<file path="src/rtl/pipelined_cla_adder.sv">
// pipelined_cla_adder
//   Pipelined add/subtract unit for the MAC accumulate path. The operand is
//   split into SEG-bit segments. Pipeline stage k resolves segment k with
//   generate/propagate lookahead logic, then registers the carry for stage k+1.
//   Latency is STAGES = WIDTH/SEG cycles. Throughput is one beat per cycle.
//
// Ports
//   clk, rst             rising-edge clock, synchronous active-high reset
//   in_valid/in_ready    input handshake (in_ready = out_ready | ~out_valid)
//   a, b, cin, sub       operands; sub=1 computes a-b (cin ignored)
//   out_valid/out_ready  output handshake; the whole pipe stalls on backpressure
//   sum, cout, ovf       result, carry out of MSB, signed overflow
//   gate_act             per-stage {P,G,carry-in} activity, stage 0 in the LSBs

// One segment of lookahead logic. c[i] is the carry into bit i.
module cla_seg #(
    parameter int SEG = 4
) (
    input  logic [SEG-1:0] a,
    input  logic [SEG-1:0] b,
    input  logic           ci,
    output logic [SEG-1:0] s,
    output logic [SEG-1:0] p,
    output logic [SEG-1:0] g,
    output logic [SEG-1:0] c,
    output logic           co
);
    logic [SEG:0] cc;

    assign p = a ^ b;
    assign g = a & b;

    always_comb begin
        cc    = '0;
        cc[0] = ci;
        for (int i = 0; i < SEG; i++) cc[i+1] = g[i] | (p[i] & cc[i]);
    end

    assign c  = cc[SEG-1:0];
    assign s  = p ^ c;
    assign co = cc[SEG];
endmodule

module pipelined_cla_adder #(
    parameter int WIDTH = 16,
    parameter int SEG   = 4
) (
    input  logic               clk,
    input  logic               rst,
    input  logic               in_valid,
    output logic               in_ready,
    input  logic [WIDTH-1:0]   a,
    input  logic [WIDTH-1:0]   b,
    input  logic               cin,
    input  logic               sub,
    output logic               out_valid,
    input  logic               out_ready,
    output logic [WIDTH-1:0]   sum,
    output logic               cout,
    output logic               ovf,
    output logic [3*WIDTH-1:0] gate_act
);
    localparam int STAGES = WIDTH / SEG;

    logic adv;

    // Stage k registers hold the operands that entered stage k, so stage k+1
    // can read its own segment from them. The sum bits resolved so far travel
    // with the beat, and every stage carries its own valid bit.
    logic [STAGES-1:0]                 vld_pipe;
    logic [STAGES-1:0][WIDTH-1:0]      a_q, b_q, s_q;
    logic [STAGES-1:0]                 c_q;
    logic [STAGES-1:0][3*SEG-1:0]      ga_q;
    logic                              ovf_q;

    // Inputs to each stage's logic
    logic [STAGES-1:0][WIDTH-1:0]      a_src, b_src, s_src;
    logic [STAGES-1:0]                 c_src, v_src;

    // Outputs of each segment
    logic [STAGES-1:0][SEG-1:0]        seg_s, seg_p, seg_g, seg_c;
    logic [STAGES-1:0]                 seg_co;

    // Next-state values for the stage registers
    logic [STAGES-1:0][WIDTH-1:0]      s_nxt;
    logic [STAGES-1:0][3*SEG-1:0]      ga_nxt;
    logic                              ovf_nxt;

    assign adv      = out_ready | ~out_valid;
    assign in_ready = adv;

    // Stage 0 takes its inputs from the ports and folds subtraction into the
    // operands. Later stages take their inputs from the previous register.
    always_comb begin
        a_src[0] = a;
        b_src[0] = sub ? ~b : b;
        c_src[0] = sub | cin;
        s_src[0] = '0;
        v_src[0] = in_valid;
        for (int k = 1; k < STAGES; k++) begin
            a_src[k] = a_q[k-1];
            b_src[k] = b_q[k-1];
            c_src[k] = c_q[k-1];
            s_src[k] = s_q[k-1];
            v_src[k] = vld_pipe[k-1];
        end
    end

    for (genvar k = 0; k < STAGES; k++) begin : g_stage
        cla_seg #(.SEG(SEG)) u_seg (
            .a  (a_src[k][k*SEG +: SEG]),
            .b  (b_src[k][k*SEG +: SEG]),
            .ci (c_src[k]),
            .s  (seg_s[k]),
            .p  (seg_p[k]),
            .g  (seg_g[k]),
            .c  (seg_c[k]),
            .co (seg_co[k])
        );
    end

    // Splice each newly resolved segment into the sum that travels with the
    // beat. Gate activity is forced to zero for bubbles.
    always_comb begin
        for (int k = 0; k < STAGES; k++) begin
            s_nxt[k]                = s_src[k];
            s_nxt[k][k*SEG +: SEG]  = seg_s[k];
            ga_nxt[k]               = v_src[k] ? {seg_p[k], seg_g[k], seg_c[k]} : '0;
        end
        ovf_nxt = seg_c[STAGES-1][SEG-1] ^ seg_co[STAGES-1];
    end

    // The pipe moves as a whole. Bubbles are kept, which makes the hold
    // behaviour trivially lossless.
    always_ff @(posedge clk) begin
        if (rst) begin
            vld_pipe <= '0;
            a_q      <= '0;
            b_q      <= '0;
            s_q      <= '0;
            c_q      <= '0;
            ga_q     <= '0;
            ovf_q    <= 1'b0;
        end else if (adv) begin
            vld_pipe <= v_src;
            a_q      <= a_src;
            b_q      <= b_src;
            s_q      <= s_nxt;
            c_q      <= seg_co;
            ga_q     <= ga_nxt;
            ovf_q    <= ovf_nxt;
        end
    end

    assign out_valid = vld_pipe[STAGES-1];
    assign sum       = s_q[STAGES-1];
    assign cout      = c_q[STAGES-1];
    assign ovf       = ovf_q;
    assign gate_act  = ga_q;

    // The final stage has no consumer for its operand copy.
    logic unused_ops;
    assign unused_ops = ^{a_q[STAGES-1], b_q[STAGES-1]};
endmodule
</file>
<file path="config.mk">
export PLATFORM = sky130hd
export DESIGN_NAME = pipelined_cla_adder
export DESIGN_NICKNAME = d
export VERILOG_FILES = /design/src/rtl/pipelined_cla_adder.sv
export SDC_FILE = /design/constraint.sdc
export NUM_CORES = 1
export LEC_CHECK = 0
export CAP_MARGIN = 20
export CORE_UTILIZATION = 35
export DETAILED_ROUTE_END_ITERATION = 16
export GPL_TIMING_DRIVEN = 0
export SYNTH_ARGS = -nofsm -noshare
export SYNTH_HDL_FRONTEND = slang
export SYNTH_SLANG_ARGS = --single-unit
export TNS_END_PERCENT = 5
</file>
<file path="constraint.sdc">
create_clock -name clk -period 2.95 [get_ports clk]
set_input_delay 0.59 -clock clk [delete_from_list [all_inputs] [get_ports clk]]
set_output_delay 0.59 -clock clk [all_outputs]
set_load 0.05 [all_outputs]
</file>
==> metrics.md <==
| Metric | Value |
|---|---|
| Core area | `16600 µm²` |
| Area Overhead vs Synth | `33.4%` |
| H-tree depth | `4` |
| Met2 wire length | `approximately 6.9 mm` |
| Vias per Instance | `4.68` |
| Initial drt markers | `264` |
| Hold-fix buffers, CTS | `0` |
| Max layer used | `met4` |
| ANT cells | `0` |
| Hold Crit Class | `register to register` |
| Cell Chain, Critical Path | `clkdlybuf4s50_1, xor2_2, inv_1, fa_2, fa_2, fa_1, inv_1, fa_1, nand2_1, a21oi_1` |
| Final setup violation count | `0` |
| GRT overflow | `0` |
| First-pass GRT wire length | `24.5 mm` |
| Reg-to-reg critical path startpoint | `a_q[44]` |
| Setup Skew | `0.00613 ns` |
| CTS tree | `yes` |
| Most common cell after layout, fill and taps aside | `nand2_1` |
| DRT met1 WL | `7.46 mm` |
| Die Y | `132 µm` |
| Hold EP | `sum[1]` |
| Worst-Margin Slew | `0.834 ns` |
| Crit path DAT | `3.14 ns` |
| Startpoint Class | `input pin` |
| Post-synthesis mux area share | `0` |
| Reg2reg setup slack | `0.53 ns` |
| Synth Area in Compound Gates | `0.142` |
| Instance count on the critical path | `10` |
| CP Max Fanout | `2` |
| Overall power | `5020 µW` |
| Hold path startpoint | `sum[1]` |
| Fin. Hold Viols | `0` |
| Gp weighted congestion | `between 0.8 and 0.9` |
| Max Freq | `approximately 350 MHz` |
| Input/output buffers | `between 100 and 150` |
| CP Data Required Time | `3.23 ns` |
| Final wirelength | `15.3 mm` |
| CTS root buf | `clkbuf_16` |
| Avg Cell Area, Syn | `8.63 µm²` |
| Clock Sinks | `approximately 150` |
| Pin count of the biggest net entering global routing | `17` |
| Post-DP Area | `7270 µm²` |
| Clock Tree Buf Depth | `2` |
| CP max-delay cell | `clkdlybuf4s50_1` |
| Max Cap Violations | `0` |
| Filler cell count | `1664` |
| Crit Path Class | `input pin to register` |
| Seq/Total Area, Yosys | `0.488` |
| Die area | `17500 µm²` |
| # IOs | `106` |
| Crit path max-delay family | `adder cells` |
| HPWL after DPL | `roughly 11 mm` |
| Critical path's largest stage delay | `roughly 0.50 ns` |
| P_leak | `0.00299 µW` |
| Power per cell area | `632 nW/µm²` |
| Clk_lat worst skew | `roughly 0.42 ns` |
| Mapped Nets | `759` |
| Cell Area, Synth | `between 5000 and 6000 µm²` |
| Hold depth | `2` |
| Drt pass-1 iters | `5` |
| Finished Cell Area | `between 7000 and 8000 µm²` |
| Simple-gate share of the synthesized area | `0.182` |
| Vias | `4882` |
| #FFs+latches synth | `145` |
| Final period utilization | `0.970` |
| Starting Density | `0.359` |
| Vias in the first global route | `4673` |
| Main combinational cell family by area after synthesis | `simple AND/OR/NAND/NOR gates` |
| Die X | `approximately 130 µm` |
| Commonest non-fill, non-tap cells in the layout | `nand2_1 (192), dfxtp_1 (145), a21oi_1 (120)` |
| RSZ-0062 raised after global routing | `no` |
| Peak supply drop | `0.000469 V` |
| Library cells used by synthesis | `20` |
| Clock period minus worst slack | `2.86 ns` |
| CP bufs+invs | `3` |
| Worst Reg2Reg Path Length in Cells | `10` |
| WL/cell | `14.6 µm` |
| Adder-cell share of the synthesized area | `0.0875` |
| DRC Markers | `0` |
| Critical Path Sink Type | `register` |
| DR WL met3 | `653 µm` |
| YS warnings | `0` |
| GRT Util Overall | `0.183` |
| Final Net Count | `just under 900` |
| RR Endpoint | `ovf` |
| Layout cell share with drive strength beyond 1 | `0.0947` |
| Final Max Tran Viols | `0` |
| Clk slew on worst S/H paths | `0.06 ns` |
| FP Rows | `47` |
| Max_slew headroom | `0.444` |
| Seq. cell area | `2900 µm²` |
| Outcome | `finished, final reports clean` |
| DRT antenna net count | `0` |
| Post-synthesis xor/xnor area fraction | `0.0250` |
| TritonCTS Buffers | `17` |
| Footprint of the multi-input gates | `2610 µm²` |
| Initial antenna violation count | `0` |
| Mapped Cells | `689` |
## layer usage
metal / vias up / track usage
met3: 15 / 0.0377
met4: 0 / 0.0702
met1: 2251 / 0.249
met5: - / 0
li1: 2505 / -
met2: 111 / 0.284
## area by class of cell
type | count | area share
flip-flops and latches | 145 | 0.366
inverters | 29 | 0.0140
clock inverters | 10 | 0.0225
multi-input cells | 461 | 0.329
repair buffers | 103 | 0.130
clock buffers | 22 | 0.0610
well taps | 220 | 0.0347
plain buffers | 54 | 0.0433
## worst max path at each step
stage	from	to	slack (ns)
floorplan	sub	s_nxt[19]	0.02
global placement	b[0]	s_nxt[19]	-0.30
detailed placement	b[0]	s_nxt[19]	-0.36
CTS	b[0]	s_nxt[19]	0.07
global route	b[0]	s_nxt[19]	0.03
finish	b[0]	s_nxt[19]	0.09
## cells in the mapped netlist
master | instances | area [µm²]
ha_1 | 16 | 200
dfxtp_1 | 145 | 2900
nor2b_4 | 1 | 13.8
buf_4 | 9 | 67.6
fa_1 | 16 | 320
clkbuf_1 | 20 | 75.1
buf_1 | 5 | 18.8
nand2_1 | 192 | 721
a211oi_1 | 11 | 82.6
nor2_1 | 27 | 101
nand3b_1 | 3 | 22.5
buf_6 | 12 | 135
nand3_1 | 45 | 225
buf_2 | 8 | 40.0
inv_4 | 1 | 6.26
a211oi_2 | 13 | 163
inv_1 | 28 | 105
a21oi_1 | 120 | 601
xor2_1 | 6 | 52.6
xnor2_1 | 11 | 96.3
## per-stage QoR
stage / TNS (ns) / setup WS, ns / util / instances / hold WS [ns]
2_1_floorplan: 0 / 0.0181 / - / 689 / 0.432
3_3_place_gp: -0.447 / -0.304 / 0.438 / 1012 / 0.439
3_5_place_dp: -0.494 / -0.355 / 0.438 / 1012 / 0.444
4_1_cts: 0 / 0.0720 / 0.478 / 1044 / 0.452
5_1_grt: 0 / 0.0326 / 0.479 / 1044 / 0.464
6_report: 0 / 0.0884 / 0.479 / 1044 / 0.447
## kinds of logic (layout without fill, tap and decap cells)
group | after synthesis | count (layout)
and+or+nand+nor | 268 | 268
DFF | 145 | 145
AOI/OAI and AO/OA | 144 | 144
buffers and inverters | 83 | 218
adders and majority gates | 32 | 32
xor gates and xnor gates | 17 | 17
## registers in the layout (all words and copies together) (netlist names)
register / flops
gate_act: 48
vld_pipe: 4
c_q: 4
a_q: 24
s_nxt: 24
sum: 16
b_q: 24
ovf: 1
## power by group
part	internal, µW	leakage [µW]	total, µW	switching [µW]
Combinational	209	0.00148	497	289
Sequential	2060	0.00119	2120	64.3
Clock	1590	0.000330	2400	812
Total	3850	0.00299	5020	1160
## worst register-to-register path, cell delays in order (launching register included)
cell     delay (ns)
dfxtp_1        0.40
inv_1          0.09
fa_1           0.41
inv_1          0.09
fa_1           0.21
fa_1           0.27
inv_1          0.08
fa_1           0.42
xnor2_1        0.17
nand2_1        0.07
a21oi_1        0.14
## what timing repair did
action,CTS,global route
setup endpoints to repair,1,1
buffers inserted,0,0
resized for setup,1,1
pin swaps,0,1
No activity file was read; power rests on OpenSTA's default activity.
